--- src/rtl/iob_wishbone2iob.sv ---
// Wishbone B3 classic subordinate to IOb manager bridge: one registered transfer in flight.
// Optional IOb-side timeout with wb_err_o is compiled in by IOB_WISHBONE2IOB_TIMEOUT_EN.
module iob_wishbone2iob #(
  parameter int ADDR_W = 32,
  parameter int DATA_W = 32
`ifdef IOB_WISHBONE2IOB_TIMEOUT_EN
  ,
  parameter int TIMEOUT_W = 8
`endif
) (
  input  logic                clk_i,
  input  logic                cke_i,
  input  logic                arst_i,
  input  logic [ADDR_W-1:0]   wb_addr_i,
  input  logic [DATA_W-1:0]   wb_data_i,
  input  logic [DATA_W/8-1:0] wb_select_i,
  input  logic                wb_we_i,
  input  logic                wb_cyc_i,
  input  logic                wb_stb_i,
  output logic                wb_ack_o,
  output logic [DATA_W-1:0]   wb_data_o,
`ifdef IOB_WISHBONE2IOB_TIMEOUT_EN
  output logic                wb_err_o,
`endif
  output logic                iob_valid_o,
  output logic [ADDR_W-1:0]   iob_addr_o,
  output logic [DATA_W-1:0]   iob_wdata_o,
  output logic [DATA_W/8-1:0] iob_wstrb_o,
  input  logic                iob_ready_i,
  input  logic                iob_rvalid_i,
  input  logic [DATA_W-1:0]   iob_rdata_i
);

  localparam int STRB_W = DATA_W / 8;

  typedef enum logic [1:0] {
    IDLE   = 2'd0,
    REQ    = 2'd1,
    RDWAIT = 2'd2,
    ACK    = 2'd3
  } state_t;

  state_t state_r;
  logic   we_r;
  logic   abort_r;
  logic   abort_s;
  logic   tmo_s;

  // Once the manager drops cyc the IOb side still finishes, but the answer is thrown away.
  assign abort_s = abort_r | ~wb_cyc_i;

`ifdef IOB_WISHBONE2IOB_TIMEOUT_EN
  localparam logic [TIMEOUT_W-1:0] TMO_LAST =
    {TIMEOUT_W{1'b1}} - {{(TIMEOUT_W-1){1'b0}}, 1'b1};

  logic [TIMEOUT_W-1:0] tmo_cnt_r;

  // Cycles spent waiting on the IOb side; zero while idle so it starts at 0 in REQ
  always_ff @(posedge clk_i or posedge arst_i) begin
    if (arst_i) begin
      tmo_cnt_r <= {TIMEOUT_W{1'b0}};
    end else if (cke_i) begin
      if (state_r == IDLE) begin
        tmo_cnt_r <= {TIMEOUT_W{1'b0}};
      end else if ((state_r == REQ) || (state_r == RDWAIT)) begin
        tmo_cnt_r <= tmo_cnt_r + {{(TIMEOUT_W-1){1'b0}}, 1'b1};
      end else begin
        tmo_cnt_r <= tmo_cnt_r;
      end
    end else begin
      tmo_cnt_r <= tmo_cnt_r;
    end
  end

  // Fires one cycle early so the error pulse lines up with the counter reaching all-ones
  assign tmo_s = ((state_r == REQ) || (state_r == RDWAIT)) && (tmo_cnt_r == TMO_LAST);
`else
  assign tmo_s = 1'b0;
`endif

  // Request capture, IOb handshake sequencing and registered Wishbone responses
  always_ff @(posedge clk_i or posedge arst_i) begin
    if (arst_i) begin
      state_r     <= IDLE;
      we_r        <= 1'b0;
      abort_r     <= 1'b0;
      iob_valid_o <= 1'b0;
      iob_addr_o  <= {ADDR_W{1'b0}};
      iob_wdata_o <= {DATA_W{1'b0}};
      iob_wstrb_o <= {STRB_W{1'b0}};
      wb_ack_o    <= 1'b0;
      wb_data_o   <= {DATA_W{1'b0}};
`ifdef IOB_WISHBONE2IOB_TIMEOUT_EN
      wb_err_o    <= 1'b0;
`endif
    end else if (cke_i) begin
      case (state_r)
        IDLE: begin
          wb_ack_o <= 1'b0;
`ifdef IOB_WISHBONE2IOB_TIMEOUT_EN
          wb_err_o <= 1'b0;
`endif
          abort_r  <= 1'b0;
          if (wb_cyc_i && wb_stb_i) begin
            iob_addr_o  <= wb_addr_i;
            iob_wdata_o <= wb_data_i;
            iob_wstrb_o <= wb_we_i ? wb_select_i : {STRB_W{1'b0}};
            we_r        <= wb_we_i;
            iob_valid_o <= 1'b1;
            state_r     <= REQ;
          end else begin
            iob_valid_o <= 1'b0;
            state_r     <= IDLE;
          end
        end
        REQ: begin
          abort_r <= abort_s;
          if (iob_ready_i) begin
            iob_valid_o <= 1'b0;
            if (we_r) begin
              wb_ack_o <= ~abort_s;
              state_r  <= abort_s ? IDLE : ACK;
            end else begin
              state_r  <= RDWAIT;
            end
          end else if (tmo_s) begin
            iob_valid_o <= 1'b0;
`ifdef IOB_WISHBONE2IOB_TIMEOUT_EN
            wb_err_o    <= ~abort_s;
`endif
            state_r     <= abort_s ? IDLE : ACK;
          end else begin
            state_r <= REQ;
          end
        end
        RDWAIT: begin
          abort_r <= abort_s;
          if (iob_rvalid_i) begin
            if (abort_s) begin
              state_r <= IDLE;
            end else begin
              wb_data_o <= iob_rdata_i;
              wb_ack_o  <= 1'b1;
              state_r   <= ACK;
            end
          end else if (tmo_s) begin
`ifdef IOB_WISHBONE2IOB_TIMEOUT_EN
            wb_err_o <= ~abort_s;
`endif
            state_r  <= abort_s ? IDLE : ACK;
          end else begin
            state_r <= RDWAIT;
          end
        end
        ACK: begin
          wb_ack_o <= 1'b0;
`ifdef IOB_WISHBONE2IOB_TIMEOUT_EN
          wb_err_o <= 1'b0;
`endif
          state_r  <= IDLE;
        end
        default: begin
          iob_valid_o <= 1'b0;
          wb_ack_o    <= 1'b0;
`ifdef IOB_WISHBONE2IOB_TIMEOUT_EN
          wb_err_o    <= 1'b0;
`endif
          state_r     <= IDLE;
        end
      endcase
    end
  end

endmodule

--- config.mk ---
export PLATFORM = sky130hd
export DESIGN_NAME = iob_wishbone2iob
export DESIGN_NICKNAME = d
export VERILOG_FILES = /design/src/rtl/iob_wishbone2iob.sv
export SDC_FILE = /design/constraint.sdc
export NUM_CORES = 1
export LEC_CHECK = 0
export CAP_MARGIN = 0
export CORE_MARGIN = 2
export CORE_UTILIZATION = 40
export CTS_CLUSTER_DIAMETER = 200
export DETAILED_ROUTE_END_ITERATION = 10
export GPL_ROUTABILITY_DRIVEN = 1
export GPL_TIMING_DRIVEN = 0
export PLACE_DENSITY_LB_ADDON = 0.05
export SYNTH_ARGS = -nofsm -noshare
export SYNTH_HDL_FRONTEND = slang
export SYNTH_SLANG_ARGS = --single-unit
--- constraint.sdc ---
create_clock -name clk_i -period 4.4 [get_ports clk_i]
set_input_delay 1.1 -clock clk_i [delete_from_list [all_inputs] [get_ports clk_i]]
set_output_delay 1.1 -clock clk_i [all_outputs]
set_load 0.1 [all_outputs]
==> run metrics <==
fin nets=about 600; register area share after synthesis=62.2%; die area=11500 um^2; GPL Wtd Cong=0.776; Post-CTS Resized=0; worst-case clock buffer depth=2; worst-path fanout max=3; Design Power=approximately 4.6 mW; Pint=2.20 mW; fill count=~780; clk_skew=0.00734 ns; CTS sink cnt=106; htree depth=3; slowest CP cell=clkdlybuf4s50_1; final worst path period share=68.0%; post-synthesis instance total=263; die width=107 um; final hold vios=0; Initial DRC Count=83; Worst-Margin Slew=~1 ns; delay-heaviest family, CP=buffers and inverters; Pleak=3.03 nW; Hold-fix buffers, CTS=0; Port Buf Inserts=209; DR vias/cell=roughly 4.6; DIE HEIGHT=107 um; ANT nets after route=0; Tmin final=2.99 ns; Overflow after GRT=0; number of buffer and inverter stages on the critical path=1; sequential power share=between 20% and 30%; core area=approximately 10000 um^2; #FFs+latches synth=106; initial antenna violation count=0; Setup violations, final=0; crit path kind=reg2out; Post CTS Setup Buffer Count=0; Min Hold Slack=0.488 ns; switching fraction of total power=52.0%; CP Cell Sequence=clkdlybuf4s50_1; number of library cell types mapped by synthesis=27; combinational power share=56.9%; maximum number of pins on one net before global-route repair=65; DRC Markers=0; Max-Slew Margin vs Limit=31.6%; layout cells sized above 1=26.0%; switching power=roughly 2.4 mW; global-route wire length before repair=15.1 mm; pre-CTS setup slack=1.52 ns; Fmax achieved=between 0.3 and 0.4 GHz; DR WL/cell=15.7 um; dpl hpwl=between 7 and 8 mm; Root Driver=clkbuf_8; syn avg cell area=16.2 um^2; clock tree from TritonCTS=yes; commonest non-fill, non-tap cell in the layout=clkdlybuf4s50_1; highest-count cells in the layout ignoring fill and taps=clkdlybuf4s50_1, dfrtp_1, mux2_2; Ys Warns=0; outcome=finished clean; diode count=0; clock-pin slew on the worst setup and hold paths=0.09 ns; Initial Utilization=41.3%; peak supply drop=0.396 mV; CTS buffer count=9; startpoint class of the critical path=register; vias in the first global route=between 3k and 4k; RSZ-0062 raised after global routing=no; GRT Overall Usage=17.4%; Worst Setup End Kind=output port; Vias=2890; Setup TNS=0 ns; worst skew pair latency=0.36 ns; Crit path required time=3.30 ns; FP Rows=37; CP peak stage delay=between 1 and 1.5 ns; clock share of power=between 10% and 20%; router iterations before antenna repair=4; synthesized area=4260 um^2; max-slew violation count=0; Power Density=675 nW/um^2; Hold Crit Class=reg2reg; Detailed Route WL=9.81 mm; crit path DAT=1.89 ns; area grow syn2layout=58.9%; syn nets=376; final design utilization=between 60% and 70%; PnR worst setup slack=between 1 and 1.5 ns; I/O pins=210; Max Cap Violations=0
-- synth_stat cells --
master      n  area (um^2)
a211o_1     1         8.76
a21boi_0    1         7.51
a21o_2      1         8.76
a21oi_1     1         5.00
a32oi_1     1         8.76
buf_12      3         60.1
buf_2       5         25.0
buf_6       1         11.3
clkbuf_1    3         11.3
dfrtp_1   106         2650
ha_1        5         62.6
inv_1       4         15.0
inv_2       1         3.75
mux2_2     67          754
mux2_4     30          450
nand2_1    14         52.6
nand2b_1    1         6.26
nand2b_4    1         13.8
nand4_1     1         6.26
nor2_1      2         7.51
nor2b_1     1         6.26
o21ai_0     7         35.0
o221ai_1    1         8.76
o22a_1      1         8.76
o22ai_1     1         6.26
or2b_1      2         15.0
or3_4       1         11.3
-- power groups by stage --
| stage | Clock (mW) | Sequential (mW) | Combinational [mW] |
|---|---|---|---|
| finish | 0.652 | 1.32 | 2.60 |
| global route | 0.721 | 1.35 | 2.67 |
| CTS | 0.679 | 1.32 | 2.62 |
| detailed placement | 0 | 1.34 | 2.62 |
| global placement | 0 | 1.33 | 2.60 |
| floorplan | 0 | 3.01 | 0.278 |
-- worst register-to-register path: cells and delay by family, from the launching register on --
family	cells	cell delay, ns
flops	1	0.43
simple gates	2	0.43
buf+inv	3	0.41
fa+ha+maj	1	0.21
mux	1	0.30
-- cells by family after synthesis --
family                   share of synthesized area (%)
AO/OA/AOI/OAI                                     2.29
buffers and inverters                             2.96
adder cells (fa/ha/maj)                           1.47
flip-flops                                        62.2
AND/OR/NAND/NOR                                   2.79
multiplexers                                      28.3
-- worst paths after layout --
check / endpoint / start / cells after the start / slack, ns
setup / recovery: iob_valid_o / iob_valid_o$_DFFE_PP0P_ / 1 / 1.41
hold / removal: iob_wstrb_o[2]$_DFFE_PP0P_ / iob_wstrb_o[2]$_DFFE_PP0P_ / 2 / 0.49
setup reg to reg: wb_data_o[18]$_DFFE_PP0P_ / state_r[0]$_DFFE_PP0P_ / 7 / 2.51
hold reg to reg: iob_wstrb_o[2]$_DFFE_PP0P_ / iob_wstrb_o[2]$_DFFE_PP0P_ / 2 / 0.49
max in group asynchronous: iob_valid_o$_DFFE_PP0P_ / arst_i / 3 / 2.57
min in group asynchronous: iob_addr_o[4]$_DFFE_PP0P_ / arst_i / 2 / 1.14
-- cell type report --
type | count | area [um^2] | share of cell area, %
clock buffer | 11 | 141 | 2.09
tap | 136 | 170 | 2.51
timing repair buffer | 210 | 2120 | 31.3
buffer | 12 | 108 | 1.59
clock inverter | 5 | 77.6 | 1.15
sequential | 106 | 2650 | 39.2
inverter | 5 | 21.3 | 0.314
multi-input combinational | 140 | 1480 | 21.9
-- stage by stage --
step,cell area (um^2),instances
after CTS,6770,625
after global routing,6770,625
after detailed placement,6560,609
after floorplan,4260,263
final,6770,625
after global placement,6530,608
-- state kept, by name (all words and copies together) (netlist names) --
name         cells
iob_addr_o      32
iob_wdata_o     32
wb_data_o       32
iob_wstrb_o      4
state_r          2
abort_r          1
iob_valid_o      1
wb_ack_o         1
we_r             1
-- per-layer routing --
layer | track usage [%] | up-vias | part of all wire, %
li1 | - | 1351 | -
met1 | 21.0 | 1391 | 40
met2 | 27.4 | 131 | 48
met3 | 7.66 | 17 | 10
met4 | 6.40 | 0 | 1.7
met5 | 0 | - | 0
(Power assumes the default switching activity.)
